==> src/rtl/branch_pc_unit.sv <==
// branch_pc_unit: fetch PC register with 2-bit counter branch prediction and execute-stage redirect
module branch_pc_unit #(
    parameter int              XLEN        = 32,
    parameter logic [XLEN-1:0] RESET_PC    = '0,
    parameter int              BHT_ENTRIES = 16,
    parameter int              PC_STEP     = 4
) (
    input  logic            clk,
    input  logic            rst,
    input  logic            stall,
    input  logic            if_is_branch,
    input  logic [XLEN-1:0] if_br_target,
    output logic [XLEN-1:0] pc,
    output logic            pred_taken,
    input  logic            ex_valid,
    input  logic [1:0]      ex_kind,
    input  logic [XLEN-1:0] ex_pc,
    input  logic            ex_taken,
    input  logic [XLEN-1:0] ex_target,
    input  logic            ex_pred_taken,
    output logic            redirect,
    output logic [31:0]     mispredict_cnt
);
    localparam int IDXW = $clog2(BHT_ENTRIES);
    localparam logic [XLEN-1:0] STEP = XLEN'(PC_STEP);
    logic [1:0]      bht [BHT_ENTRIES];
    logic            is_br, is_jmp;
    logic [IDXW-1:0] ex_idx;
    logic [1:0]      ctr, ctr_next;
    logic [XLEN-1:0] redir_tgt, next_pc;
    assign ex_idx = ex_pc[IDXW+1:2];
    assign is_br  = ex_valid & (ex_kind == 2'b01);
    assign is_jmp = ex_valid & (ex_kind == 2'b10);
    assign ctr    = bht[ex_idx];
    always_comb begin
        pred_taken = if_is_branch & bht[pc[IDXW+1:2]][1];
        redirect   = is_jmp | (is_br & (ex_taken != ex_pred_taken));
        redir_tgt  = (is_jmp | ex_taken) ? ex_target : ex_pc + STEP;
        next_pc    = redirect ? redir_tgt : stall ? pc : pred_taken ? if_br_target : pc + STEP;
        ctr_next   = ex_taken ? ((ctr == 2'b11) ? ctr : ctr + 2'd1)
                              : ((ctr == 2'b00) ? ctr : ctr - 2'd1);
    end
    always_ff @(posedge clk) begin
        if (rst) begin
            pc             <= RESET_PC;
            mispredict_cnt <= '0;
            for (int i = 0; i < BHT_ENTRIES; i++) bht[i] <= 2'b01;
        end else begin
            pc             <= next_pc;
            mispredict_cnt <= mispredict_cnt + {31'b0, redirect};
            if (is_br) bht[ex_idx] <= ctr_next;
        end
    end
endmodule

==> config.mk <==
export PLATFORM = sky130hd
export DESIGN_NAME = branch_pc_unit
export DESIGN_NICKNAME = d
export VERILOG_FILES = /design/src/rtl/branch_pc_unit.sv
export SDC_FILE = /design/constraint.sdc
export NUM_CORES = 1
export LEC_CHECK = 0
export ABC_AREA = 1
export CAP_MARGIN = 10
export CORE_MARGIN = 2
export CORE_UTILIZATION = 54
export CTS_BUF_LIST = sky130_fd_sc_hd__clkbuf_16
export CTS_CLUSTER_DIAMETER = 30
export DETAILED_ROUTE_END_ITERATION = 10
export GPL_TIMING_DRIVEN = 0
export MAX_ROUTING_LAYER = met4
export PLACE_DENSITY = 0.95
export SLEW_MARGIN = 20
export SYNTH_ARGS = -nofsm -noshare
export SYNTH_HDL_FRONTEND = slang
export SYNTH_SLANG_ARGS = --single-unit
==> constraint.sdc <==
create_clock -name clk -period 5.1 [get_ports clk]
set_input_delay 1.02 -clock clk [delete_from_list [all_inputs] [get_ports clk]]
set_output_delay 1.02 -clock clk [all_outputs]
set_load 0.01 [all_outputs]
After elaboration in Yosys (flattened, before gate mapping)
Memory sizes are Yosys's and may differ from the RTL's. A register that Yosys moved wholly into a read port is not among the register bits.
Index checks and enable logic that the tools add are counted.
{"block": "word_totals", "ramBits": 32, "word_cells": 38, "out_inout_bits": 66, "regBits": 64, "memories": 1}
{"block": "classes", "n_bitwise": 6, "eq_ne": 5, "reduce_logical": 2, "mux": 17, "n_addsub": 5}
{"memory": "bht", "depth": 16, "width": 2, "rd": 2, "rd_ports_with_merged_regs": 1, "write_ports": 16, "line_no": "26", "text": "logic [1:0] bht [BHT_ENTRIES];"}
{"operator": "$mux W32", "count": 4}
{"operator": "$add A32 B3 Y32 const B", "count": 2}
{"operator": "$add A32 B1 Y32", "count": 1}
{"operator": "$mux W4", "count": 3}
{"operator": "$mux W2", "count": 4}
{"operator": "$mux W1", "count": 6}
{"operator": "$and A1 B1 Y1", "count": 4}
{"operator": "$eq A2 B2 Y1 const B", "count": 2}
{"operator": "$add A2 B1 Y2 const B", "count": 1}
{"operator": "$eq A2 B1 Y1 const B", "count": 1}
{"operator": "$logic_not A2 Y1", "count": 1}
{"operator": "$ne A2 B1 Y1 const B", "count": 1}
{"operator": "$or A1 B1 Y1", "count": 2}
{"operator": "$reduce_or A2 Y1", "count": 1}
{"operator": "$sub A2 B1 Y2 const B", "count": 1}
{"operator": "$ne A1 B1 Y1", "count": 1}

Longest topological paths before layout
Gate-level depths: netlist of the first run.
{"block": "logic_depth", "depth_word": 7, "depth_mapped": 16, "mapped_depth_nobuf": 16}

Least setup slack after synthesis of the first run
Ideal clock, no wire load.
{"block": "synth_timing", "path_kind": "input-to-reg", "from": "in ex_valid", "to": "reg mispredict_cnt[28]", "setup_slack_ps": 2320, "arrival_ps": 2649, "n_path_buf": 0, "cell_stages": 14, "cell_sequence": "nand2_1 > nor2_1 > nand3_1 > nand2_2 > ha_1 > ha_1 > inv_1 > nor2_2 > nand4_2 > nor2_4 > inv_1 > nor2_1 > nand2_1 > nor3b_2"}
{"block": "synth_via", "elab_chain_len": 4}
{"item": "start: declaration", "line_no": "15", "text": "input logic ex_valid,"}
{"item": "$and A1 B1 Y1", "line_no": "32", "text": "assign is_br = ex_valid & (ex_kind == 2'b01);"}
{"item": "$and A1 B1 Y1", "line_no": "37", "text": "redirect = is_jmp | (is_br & (ex_taken != ex_pred_taken));"}
{"item": "$or A1 B1 Y1 *", "line_no": "37"}
{"item": "via redirect", "line_no": "21", "text": "output logic redirect,"}
{"item": "$add A32 B1 Y32 *", "line_no": "50", "text": "mispredict_cnt <= mispredict_cnt + {31'b0, redirect};"}
{"item": "end signal: assignment", "line_no": "50"}
{"item": "end: declaration", "line_no": "22", "text": "output logic [31:0] mispredict_cnt"}
The timed path passes the listed nets; every way through them passes the cells marked *.
A chain may end at the register's enable or synchronous reset.

Final worst setup path of the first run
{"block": "layout_timing", "from": "in ex_valid", "to": "out redirect"}
{"block": "layout_via", "elab_chain_len": 3}
{"item": "$and A1 B1 Y1", "line_no": "32"}
{"item": "$and A1 B1 Y1", "line_no": "37"}
{"item": "$or A1 B1 Y1 *", "line_no": "37"}
{"item": "end: declaration", "line_no": "21"}
Mark *: on every way between the ends. The rest lies on a longest branch, timed or not.

==> results of run 1 <==
==> flip-flops by register name, indices dropped and copies added, names as in the netlist, named ones only <==
register	flops
bht	32
mispredict_cnt	32
pc	32
==> layout by cell type (no fill, tap or decap), drive strengths merged <==
cell type | synthesis | routed
a211oi | 1 | 1
a21o | 1 | 1
a21oi | 83 | 83
and2 | 1 | 1
and3 | 2 | 2
buf | 23 | 23
clkbuf | 17 | 27
clkdlybuf4s50 | 0 | 170
clkinv | 1 | 2
dfxtp | 68 | 68
edfxtp | 32 | 32
ha | 7 | 7
inv | 145 | 150
nand2 | 311 | 311
nand3 | 113 | 113
nand3b | 19 | 19
nand4 | 15 | 15
nor2 | 228 | 228
nor3 | 17 | 17
nor3b | 2 | 2
nor4 | 3 | 3
o211ai | 4 | 4
o21a | 1 | 1
o21ai | 69 | 69
o21bai | 3 | 3
o221a | 1 | 1
o22ai | 4 | 4
or2 | 10 | 10
xnor2 | 11 | 11
xor2 | 19 | 19
==> stage by stage <==
| stage | power, uW | worst slack (ns) | util | cells |
|---|---|---|---|---|
| 3_5_place_dp | 1540 | 1.48 | 0.689 | 1561 |
| 5_1_grt | 2330 | 1.38 | 0.711 | 1577 |
| 4_1_cts | 2230 | 1.51 | 0.711 | 1577 |
| 3_3_place_gp | 1530 | 1.52 | 0.689 | 1561 |
| 2_1_floorplan | 1260 | 2.32 | - | 1211 |
| 6_report | 2250 | 1.50 | 0.711 | 1577 |
==> power by group through the flow <==
stage               sequential [uW]  clock, uW  combinational, uW
finish                          925        705                617
global route                    928        735                669
CTS                             921        701                607
detailed placement              939          0                601
global placement                937          0                591
floorplan                       933          0                329
==> worst max-delay path, cell delays in order <==
cell and delay [ns]:
clkdlybuf4s50_1 0.48, nand2_1 0.05, nor2_1 0.12, nand3_1 0.10, nand2_2 0.22, clkdlybuf4s50_1 0.59
==> cell type report <==
class | count | area share
multi-input cells | 925 | 0.457
clock inverters | 6 | 0.00535
clock buffers | 10 | 0.0255
plain buffers | 40 | 0.0236
repair buffers | 170 | 0.173
well taps | 180 | 0.0229
flip-flops and latches | 100 | 0.236
inverters | 146 | 0.0567
==> cell families (layout without fill, tap and decap cells) <==
logic type | after synthesis | in the layout | synth area share
adder cells (fa/ha/maj) | 7 | 7 | 0.0115
buffers and inverters | 186 | 372 | 0.104
XOR/XNOR | 30 | 30 | 0.0346
flip-flops | 100 | 100 | 0.306
AO/OA/AOI/OAI | 167 | 167 | 0.117
AND/OR/NAND/NOR | 721 | 721 | 0.427
==> final timing paths <==
path	to	slack, ns
min	mispredict_cnt[30]$_SDFF_PP0_	0.50
max reg2reg	mispredict_cnt[28]$_SDFF_PP0_	3.16
max	redirect	1.50
min reg2reg	mispredict_cnt[30]$_SDFF_PP0_	0.50
==> per-layer routing <==
layer	GRT usage	up-vias	wire length [microns]
li1	-	4260	-
met1	0.399	4050	9790
met2	0.567	524	11900
met3	0.0562	104	2490
met4	0.189	0	1410
met5	-	-	0
==> impl_metrics.ini, run 1 <==
[sta]
finalMaxSlewViolations = 0
rsz0062_at_grt = false
finalSetupViolCount = 0
fmax_ghz = 0.278
finalSetupTns_ns = 0
clock_skew_ns = 0.0117
finalHoldViolations = 0
min_period_ns = 3.60
fin_crit_sh = 0.706
hold-worst-slack_ns = 0.502
timing.slew.headroom = 0.552
tightestPinTransition_ns = 0.672

[worst_hold_path]
hold_path_class = flip-flop to flip-flop
min_from = mispredict_cnt[30]$_SDFF_PP0_
hold_depth = 2

[clock_network]
ctsHoldBuffers = 0
cts_sinks = 100
root_buffer = clkbuf_16
cts_tree = yes
htree_num_levels = 3
clk_latency_ns = 0.36
clk_pin_slew_ns = 0.08
cts_buffer_depth = 2
cts_buffers = 9
post_cts_resized = 0
postCtsSetupRepairBufs = 0

[routing]
drc = 0
wirelength_mm = 25.6
vias_per_cell = 5.67
wl_per_cell_microns = 16.3
vias = 8938
ant_nets = 0
drt_iter0_markers = 892
drt_first_pass_iters = 5

[cells_and_area]
n_fill_cell = 1175
fin_area_sq_um = 9830
drive_gt1_frac = 0.0744
multi_input_area_sq_um = 4490
antenna_cells = 0
seq_area_sq_um = 2320
area_growth_syn_to_layout_pct = 29.3
nets = 1504

[global_route]
grt_max_degree = 19
grt_usage = 0.344
antenna_found_initial = 0
grt_first_pass_wirelength_mm = 39.0
grt.overflow.total = 0
grt_pass1_vias = 8123

[floorplanning]
die_y_microns = 123
core_sq_um = 13800
start_util = 0.549
rows = 43
chipWidth_microns = 123
die_area_sq_um = 15000
io_pins = 171

[placed_design]
placed_area_sq_um = 9520
gp_congestion = 0.984
dp_hpwl_mm = 19.9
numPortBuffers = 170

[logic_synthesis]
synth.distinct_cells = 48
ys_seq_area_frac = 0.306
yosysMostFrequentCell = nand2_1
synth_commonest_cells = 292 x nand2_1, 205 x nor2_1, 140 x inv_1, 109 x nand3_1, 82 x a21oi_1
syn_nets = 1323
yosysWarnings = 0
synth-edff-count = 32
synth_top_area_cell = dfxtp_1
netlist.area_leader.share = 0.179
syn_area_per_cell_sq_um = 6.27
synth_seq_cells = 100
ys.flop_type = dfxtp_1
synthCells = 1211
async_reset_ff_frac = 0
synth_area_leaders = dfxtp_1 18%, nand2_1 14%, edfxtp_1 13%
syn_area_sq_um = 7600

[worst_setup_path]
rr_worst_depth = 10
startpoint = ex_valid
reg2reg_from = mispredict_cnt[0]$_SDFF_PP0_
endpoint_kind = output pin
critPathMaxFanout = 10
crit_path_start_kind = primary input
critPathRequiredTime_ns = 4.08
crit_type = primary input to output pin
critPathArrivalTime_ns = 2.58

[power]
combPwrFrac = 0.275
clkPwrFrac = 0.314
p_seq_frac = 0.411
p_switching_uw = 745
p_sw_frac = 0.331
worst_ir_drop_vdd_mv = 0.177
power.density_nw_per_um2 = 229
leakage_uw = 0.00391
intPower_uw = 1500

[outcome]
status = completed

[run]
cap_violations = 0
Note: power is estimated with default switching activity, not from simulation.
==> inputs of run 2 (changes only) <==
- CORE_UTILIZATION: 54 -> 47
- PLACE_DENSITY: 0.95 -> 0.88
- clock period: 5.1 -> 2.92 ns (I/O delays scaled with it)
==> run 2 against run 1 <==
Clock power is 79% higher. First-iteration DRC count is 12% lower. Worst hold slack better by 0.010 ns. Count of clock-buffer cells in the layout is 1 lower. Flip-flop and latch count stayed put. Register-to-register slack worse by 2.2 ns. Critical endpoint is now pred_taken. Largest cell class unchanged. Highest routed layer unchanged.
==> impl_metrics.ini, run 2 (synthesized netlist as in run 1, its figures left out) <==
[outcome]
status = completed

[power]
leakage_uw = 0.00391
worst_ir_drop_vdd_mv = 0.413
p_sw_frac = 0.330
intPower_uw = 2660
combPwrFrac = 0.274
total_power_uw = 3970
p_switching_uw = 1310
power.density_nw_per_um2 = 400
clkPwrFrac = 0.319
p_seq_frac = 0.407

[cells_and_area]
nets = 1507
n_fill_cell = 1474
final_common_cell = nand2_1
antenna_cells = 0
layout_common_cells = 291 x nand2_1, 204 x nor2_1, 170 x clkdlybuf4s50_1, 138 x inv_1, 109 x nand3_1
drive_gt1_frac = 0.0807
reg_top3 = bht (32), mispredict_cnt (32), pc (32)
multi_input_area_sq_um = 4500
area_growth_syn_to_layout_pct = 30.5
seq_area_sq_um = 2320

[routing]
wl_per_cell_microns = 16.4
vias_per_cell = 5.44
vias = 8788
wirelength_mm = 26.5
drt_first_pass_iters = 6
drt_iter0_markers = 789
drc = 0
ant_nets = 0

[sta]
min_period_ns = 2.77
finalHoldViolations = 0
fin_crit_sh = 0.949
rsz0062_at_grt = false
finalSetupTns_ns = 0
finalSetupViolCount = 0
fmax_ghz = 0.361
timing.slew.headroom = 0.558
tightestPinTransition_ns = 0.661
finalMaxSlewViolations = 0
clock_skew_ns = 0.00829

[global_route]
grt_max_degree = 19
globalRouteMet3Util = 0.0664
grt_use_met1 = 0.375
grt.overflow.total = 0
top_usage_layer = met2
use_met2 = 0.508
antenna_found_initial = 0
grt_first_pass_wirelength_mm = 42.2
grt_pass1_vias = 8316
grt_usage = 0.314

[worst_setup_path]
crit_type = flip-flop to output pin
crit_chain = buf_2 -> nor2_1 -> nor2_1 -> nand2_1 -> nand3_1 -> nand3_1 -> nand2_1 -> nand2_2 -> inv_2 -> clkdlybuf4s50_1
crit_slowest_cell = clkdlybuf4s50_1
crit_path_start_kind = flip-flop
critPathArrivalTime_ns = 2.19
critPathRequiredTime_ns = 2.34
endpoint_kind = output pin
critPathMaxFanout = 10
slowest_delay_ns = 0.55

[clock_network]
clk_pin_slew_ns = 0.07
cts_sinks = 100
htree_num_levels = 3
cts_buffer_depth = 2
cts_tree = yes
cts_buffers = 9
clk_latency_ns = 0.36
root_buffer = clkbuf_16

[floorplanning]
chipWidth_microns = 131
rows = 46
die_area_sq_um = 17200
die_y_microns = 131
io_pins = 171
core_sq_um = 15800
start_util = 0.480

[run]
cap_violations = 0

[placed_design]
numPortBuffers = 170
dp_hpwl_mm = 20.9
gp_congestion = 1.00

[worst_hold_path]
hold_path_class = flip-flop to flip-flop
[run 2: path summary, 6_finish.rpt]
kind | startpoint | to | slack [ns] | cells after the start
setup / recovery | flip-flop | pred_taken | 0.15 | 10
hold / removal | mispredict_cnt[4]$_SDFF_PP0_ | mispredict_cnt[4]$_SDFF_PP0_ | 0.51 | 2
setup reg to reg | bht[2][1]$_SDFFCE_PN0P_ | bht[6][0]$_SDFFCE_PN1P_ | 0.99 | 11
hold reg to reg | mispredict_cnt[4]$_SDFF_PP0_ | mispredict_cnt[4]$_SDFF_PP0_ | 0.51 | 2
[run 2: power by group through the flow]
| stage | Combinational [uW] | Clock [uW] | Sequential [uW] |
|---|---|---|---|
| after global routing | 1190 | 1310 | 1620 |
| after CTS | 1070 | 1270 | 1610 |
| final | 1090 | 1260 | 1610 |
| after floorplan | 575 | 0 | 1630 |
| after global placement | 1050 | 0 | 1640 |
| after detailed placement | 1070 | 0 | 1640 |
[run 2: what timing repair did]
item                       4_1_cts  5_1_grt
resized for setup                1        6
pin swaps                        0        1
hold endpoints to repair         0        0
hold buffers                     0        0
setup buffers                    0        3
setup endpoints to repair        1       10
[run 2: area by class of cell]
class | instances | share of cell area
plain buffers | 40 | 0.0233
flip-flops and latches | 100 | 0.234
clock buffers | 9 | 0.0227
repair buffers | 173 | 0.174
clock inverters | 7 | 0.00808
inverters | 146 | 0.0562
multi-input cells | 925 | 0.454
well taps | 216 | 0.0273
[run 2: worst max-delay path: cells and delay by family (launching register included)]
kind / cells / cell delay, ns
buf+inv: 3 / 0.87
simple gates: 7 / 0.63
flops: 1 / 0.33
[run 2: routing by layer]
layer	wire (microns)	vias to the layer above
met5	0	-
met1	10800	3989
met2	12200	435
met4	1400	0
li1	-	4270
met3	2100	94
[run 2: metrics by stage]
stage          setup slack (ns)  hold WS (ns)  area [sq um]   util  instances
3_3_place_gp             -0.381         0.484          9570  0.605       1597
2_1_floorplan             0.576         0.507          7600      -       1211
4_1_cts                 0.00996         0.516          9880  0.624       1613
3_5_place_dp             -0.430         0.501          9570  0.605       1597
5_1_grt                 0.00683         0.537          9910  0.626       1616
6_report                  0.150         0.513          9910  0.626       1616
